$ cat src/rtl/irq_ctrl_if.sv
// Bundle of interrupt-controller signals between the control unit (master) and irq_ctrl (slave).
interface irq_ctrl_if;
    logic [7:0] src;
    logic       ld_mask;
    logic [7:0] mask_in;
    logic [7:0] mask;
    logic [7:0] pending;
    logic       irq;
    logic [2:0] vector;
    logic       ack;
    logic       eoi;
    logic       in_service;

    modport master (
        output src, ld_mask, mask_in, ack, eoi,
        input  mask, pending, irq, vector, in_service
    );

    modport slave (
        input  src, ld_mask, mask_in, ack, eoi,
        output mask, pending, irq, vector, in_service
    );
endinterface

$ cat src/rtl/irq_ctrl.sv
// 8-source edge-latched interrupt controller with IDLE/PEND/SERVICE dispatch FSM.
// Define IRQ_CTRL_ROUND_ROBIN_EN for round-robin arbitration; default is fixed lowest-index priority.
module irq_ctrl (
    input  logic       clk,
    input  logic       rst,
    irq_ctrl_if.slave  bus
);
    typedef enum logic [1:0] {
        IDLE    = 2'd0,
        PEND    = 2'd1,
        SERVICE = 2'd2
    } state_t;

    state_t     r_state;
    state_t     w_next;
    logic [7:0] r_src_q;
    logic [7:0] r_mask;
    logic [7:0] r_pending;
    logic [2:0] r_vector;
    logic       r_irq;
    logic       r_in_service;

    logic [7:0] w_rise;
    logic [7:0] w_req;
    logic [7:0] w_clr;
    logic [2:0] w_sel;
    logic       w_ack;

    assign w_rise = bus.src & ~r_src_q;
    assign w_req  = r_pending & r_mask;
    assign w_clr  = w_ack ? (8'd1 << r_vector) : 8'd0;

`ifdef IRQ_CTRL_ROUND_ROBIN_EN
    logic [2:0] r_last;
    logic [2:0] w_idx;

    // Scan offsets downward so the candidate closest to last+1 is written last and wins.
    always_comb begin
        w_sel = 3'd0;
        w_idx = 3'd0;
        for (int off = 7; off >= 0; off--) begin
            w_idx = r_last + 3'(off) + 3'd1;
            if (w_req[w_idx]) w_sel = w_idx;
        end
    end

    always_ff @(posedge clk or negedge rst) begin
        if (!rst)       r_last <= 3'd7;
        else if (w_ack) r_last <= r_vector;
    end
`else
    // NOTE: every always_comb output gets a default first, so no path leaves it unassigned and no latch is inferred.
    always_comb begin
        w_sel = 3'd0;
        for (int i = 7; i >= 0; i--) begin
            if (w_req[i]) w_sel = 3'(i);
        end
    end
`endif

    always_comb begin
        w_next = r_state;
        w_ack  = 1'b0;
        case (r_state)
            IDLE:    if (|w_req) w_next = PEND;
            PEND: begin
                if (bus.ack) begin
                    w_next = SERVICE;
                    w_ack  = 1'b1;
                end
            end
            SERVICE: if (bus.eoi) w_next = IDLE;
            default: w_next = IDLE;
        endcase
    end

    // NOTE: all state below uses non-blocking assignments so every flop samples pre-edge values.
    always_ff @(posedge clk or negedge rst) begin
        if (!rst) begin
            r_state      <= IDLE;
            r_src_q      <= 8'd0;
            r_mask       <= 8'd0;
            r_pending    <= 8'd0;
            r_vector     <= 3'd0;
            r_irq        <= 1'b0;
            r_in_service <= 1'b0;
        end else begin
            r_state      <= w_next;
            r_src_q      <= bus.src;
            // A new edge on the acknowledged source survives its own clear.
            r_pending    <= (r_pending & ~w_clr) | w_rise;
            r_irq        <= (w_next == PEND);
            r_in_service <= (w_next == SERVICE);
            if (bus.ld_mask) r_mask <= bus.mask_in;
            if (r_state == IDLE && w_next == PEND) r_vector <= w_sel;
        end
    end

    assign bus.mask       = r_mask;
    assign bus.pending    = r_pending;
    assign bus.irq        = r_irq;
    assign bus.vector     = r_vector;
    assign bus.in_service = r_in_service;
endmodule

$ cat src/flat_wrapper.sv
// flat-port wrapper written by rule: the top's interface ports become plain ports
module irq_ctrl_flat 
  (clk, rst, bus_src, bus_ld_mask, bus_mask_in, bus_ack, bus_eoi, bus_mask, bus_pending, bus_irq, bus_vector, bus_in_service);
  irq_ctrl_if bus_i ();
  input  logic clk;
  input  logic rst;
  input wire logic [$bits(bus_i.src)-1:0] bus_src;
  input wire logic [$bits(bus_i.ld_mask)-1:0] bus_ld_mask;
  input wire logic [$bits(bus_i.mask_in)-1:0] bus_mask_in;
  input wire logic [$bits(bus_i.ack)-1:0] bus_ack;
  input wire logic [$bits(bus_i.eoi)-1:0] bus_eoi;
  output wire logic [$bits(bus_i.mask)-1:0] bus_mask;
  output wire logic [$bits(bus_i.pending)-1:0] bus_pending;
  output wire logic [$bits(bus_i.irq)-1:0] bus_irq;
  output wire logic [$bits(bus_i.vector)-1:0] bus_vector;
  output wire logic [$bits(bus_i.in_service)-1:0] bus_in_service;
  assign bus_i.src = bus_src;
  assign bus_i.ld_mask = bus_ld_mask;
  assign bus_i.mask_in = bus_mask_in;
  assign bus_i.ack = bus_ack;
  assign bus_i.eoi = bus_eoi;
  assign bus_mask = bus_i.mask;
  assign bus_pending = bus_i.pending;
  assign bus_irq = bus_i.irq;
  assign bus_vector = bus_i.vector;
  assign bus_in_service = bus_i.in_service;
  irq_ctrl u_core (.clk(clk), .rst(rst), .bus(bus_i));
endmodule
$ cat config.mk
export PLATFORM = sky130hd
export DESIGN_NAME = irq_ctrl_flat
export DESIGN_NICKNAME = d
export VERILOG_FILES = /design/src/rtl/irq_ctrl_if.sv /design/src/rtl/irq_ctrl.sv /design/src/flat_wrapper.sv
export SDC_FILE = /design/constraint.sdc
export NUM_CORES = 1
export LEC_CHECK = 0
export CAP_MARGIN = 10
export CORE_MARGIN = 3
export CORE_UTILIZATION = 35
export CTS_BUF_LIST = sky130_fd_sc_hd__clkbuf_4 sky130_fd_sc_hd__clkbuf_8
export CTS_CLUSTER_SIZE = 12
export DETAILED_ROUTE_END_ITERATION = 16
export SETUP_SLACK_MARGIN = 0.1
export SLEW_MARGIN = 20
export SYNTH_ARGS = -nofsm -noshare
export SYNTH_HDL_FRONTEND = slang
export SYNTH_SLANG_ARGS = --single-unit
$ cat constraint.sdc
create_clock -name clk -period 1.6 [get_ports clk]
set_input_delay 0.16 -clock clk [delete_from_list [all_inputs] [get_ports clk]]
set_output_delay 0.16 -clock clk [all_outputs]
set_load 0.01 [all_outputs]
==> run metrics <==
status=finished clean; routability cong.=0.7457; vias in the first global route=939; syn avg cell area=11.94 µm²; Reg clk slew, reported paths=0.09 ns; peak supply drop=0.6201 mV; htree depth=2; largest net degree at the start of global routing=32; initial antenna violation count=0; CTS Hold Bufs=0; root buffer cell=clkbuf_4; Core ar.=0.003178 mm²; Rows=20; Yosys warnings=0; fin nets=183; ys async rst share=1.000; antenna cells=0; Post-Place Worst Slack=0.1420 ns; Lkg Pwr=0.8119 nW; Hold Path Class=in -> async; Mapped Cells=101; area grow syn2layout=51.87%; Max Slew Vio Count=0; pin slew with the least headroom to its limit=0.3838 ns; sequential-to-total area share from yosys stat=0.6432; CTS Sinks=31; critical path's top delay family=buffers and inverters; DRT iter0 DRCs=24; Tmin final=1.446 ns; Initial Util=0.3795; die height=64.71 µm; final setup margin=0.1543 ns; GR Util All Layers=0.1512; CP cell instances=clkdlybuf4s50_1; Critical Path Max Stage Delay=0.56 ns; layout cell share with drive strength beyond 1=0.1988; detailed placer's ending HPWL=2049 µm; I/O Pins=42; Total Wirelength=2863 µm; final worst-path cycle share=0.9036; vias=977; final hold violations=0; Final ANT Viol Nets=0; max_cap viols=0; Syn Nets=122; die area=0.004187 mm²; Crit-path slowest cell=clkdlybuf4s50_1; clk buf depth=2; final setup vio count=0; CP Launch Type=flip-flop; Num CTS Buffers=5; most common cell after layout, fill and taps aside=clkdlybuf4s50_1; slew margin rel.=0.7442; register bit total from synthesis=31; Post-Syn Area=0.001206 mm²; drt via density=4.766; Crit Path Class=reg -> out; clock latency at the later pin of the worst-skew pair=0.33 ns; port buffer count=41; Layout Cell Area excl Fill=0.001832 mm²; setup tns final=0 ns; DP Area=0.001674 mm²; Worst Path Required=1.44 ns; first-pass GRT wire length=4595 µm; WP buf/inv=1; CP Capture Type=primary output; drt first pass iters=4; Fill cells=295; TritonCTS clock tree=built; Max Freq=691.7 MHz; top_reg_cell synth=dfrtp_1; synth unique cells=22; number of remaining DRC errors=0; CP max FO=3; Die Span X=64.71 µm; WP data arrival=1.29 ns; power per cell area=1382 mW/mm²; skew final=0.009984 ns; DR WL/cell=13.97 µm; GRT Residual Overflow=0; Post-synth EDFFs=0; most frequent cells in the layout=clkdlybuf4s50_1 (36), dfrtp_1 (29), o21ai_0 (18); unrepaired setup endpoints after global routing=no
==> stage by stage <==
stage / utilization / total power [mW] / hold slack, ns / cells
global placement: 0.5268 / 1.968 / 0.4035 / 186
floorplan: - / 1.512 / -0.1356 / 101
finish: 0.5764 / 2.532 / 0.2100 / 205
CTS: 0.5488 / 2.461 / 0.2200 / 195
global route: 0.5764 / 2.714 / 0.2443 / 205
detailed placement: 0.5268 / 1.987 / 0.4088 / 186
==> report_power, final <==
group / switching [mW] / leakage (nW) / internal, mW
registers: 0.134 / 0.344 / 0.963
clock network: 0.245 / 0.0276 / 0.173
logic: 0.449 / 0.441 / 0.569
total: 0.827 / 0.812 / 1.70
==> Yosys cell counts, types with 2 or more instances <==
| cell | number | area (µm²) |
|---|---|---|
| inv_1 | 9 | 33.78 |
| nand2b_1 | 2 | 12.51 |
| dfrtp_1 | 31 | 775.7 |
| o21ai_0 | 18 | 90.09 |
| nand2_1 | 9 | 33.78 |
| or2b_1 | 2 | 15.01 |
| a21oi_1 | 4 | 20.02 |
| a22oi_1 | 4 | 30.03 |
| mux2_2 | 8 | 90.09 |
| a32o_1 | 2 | 20.02 |
==> final cells by class <==
| type | instances | area (µm²) | share of cell area |
|---|---|---|---|
| Multi-Input combinational cell | 60 | 391.6 | 0.2138 |
| Timing Repair Buffer | 55 | 528.0 | 0.2883 |
| Tap cell | 44 | 55.05 | 0.03005 |
| Inverter | 9 | 33.78 | 0.01844 |
| Clock buffer | 6 | 45.04 | 0.02459 |
| Sequential cell | 31 | 778.2 | 0.4249 |
==> routing by layer <==
layer / vias to the layer above / wire length [µm] / track usage
li1: 479 / - / -
met3: 5 / 183 / 0.07279
met2: 29 / 1354 / 0.2222
met1: 464 / 1275 / 0.1887
met4: 0 / 50 / 0.06332
met5: - / 0 / 0
==> registers in the layout (all words and copies together), names as in the netlist <==
| signal | cells |
|---|---|
| u_core.r_state | 2 |
| u_core.bus.irq | 1 |
| u_core.bus.vector | 3 |
| u_core.bus.pending | 8 |
| u_core.bus.in_service | 1 |
| u_core.bus.mask | 8 |
| u_core.r_src_q | 8 |
==> cell families (layout without fill, tap and decap cells) <==
| group | count (synthesis) | count (layout) | share of synthesized area |
|---|---|---|---|
| AOI/OAI and AO/OA | 33 | 33 | 0.1660 |
| and+or+nand+nor | 19 | 19 | 0.08402 |
| DFF | 31 | 31 | 0.6432 |
| muxes | 8 | 8 | 0.07469 |
| buffers and inverters | 10 | 70 | 0.03215 |
==> worst paths after layout <==
path                                        from                     to  slack [ns]  cells past startpoint
max in group asynchronous                    rst   u_core.bus.vector[0]        1.09                      2
min in group clk                      bus_src[4]      u_core.r_src_q[4]        0.29                      1
setup reg to reg           u_core.bus.pending[2]         u_core.bus.irq        0.18                      5
hold reg to reg                u_core.r_src_q[2]  u_core.bus.pending[2]        0.42                      1
hold / removal                               rst      u_core.r_state[0]        0.21                      2
setup / recovery           u_core.bus.pending[3]         bus_pending[3]        0.15                      1
==> timing repair <==
item / CTS / global route
gates resized for setup: 2 / 5
setup endpoints to repair: 3 / 13
buffers inserted: 3 / 10
==> worst reg2reg max path: stages, from the launching register on <==
cell     delay [ns]
dfrtp_1        0.43
buf_4          0.15
a22oi_1        0.30
nand4_1        0.18
nand2_1        0.15
o21ai_0        0.09
No activity file was read; power rests on OpenSTA's default activity.
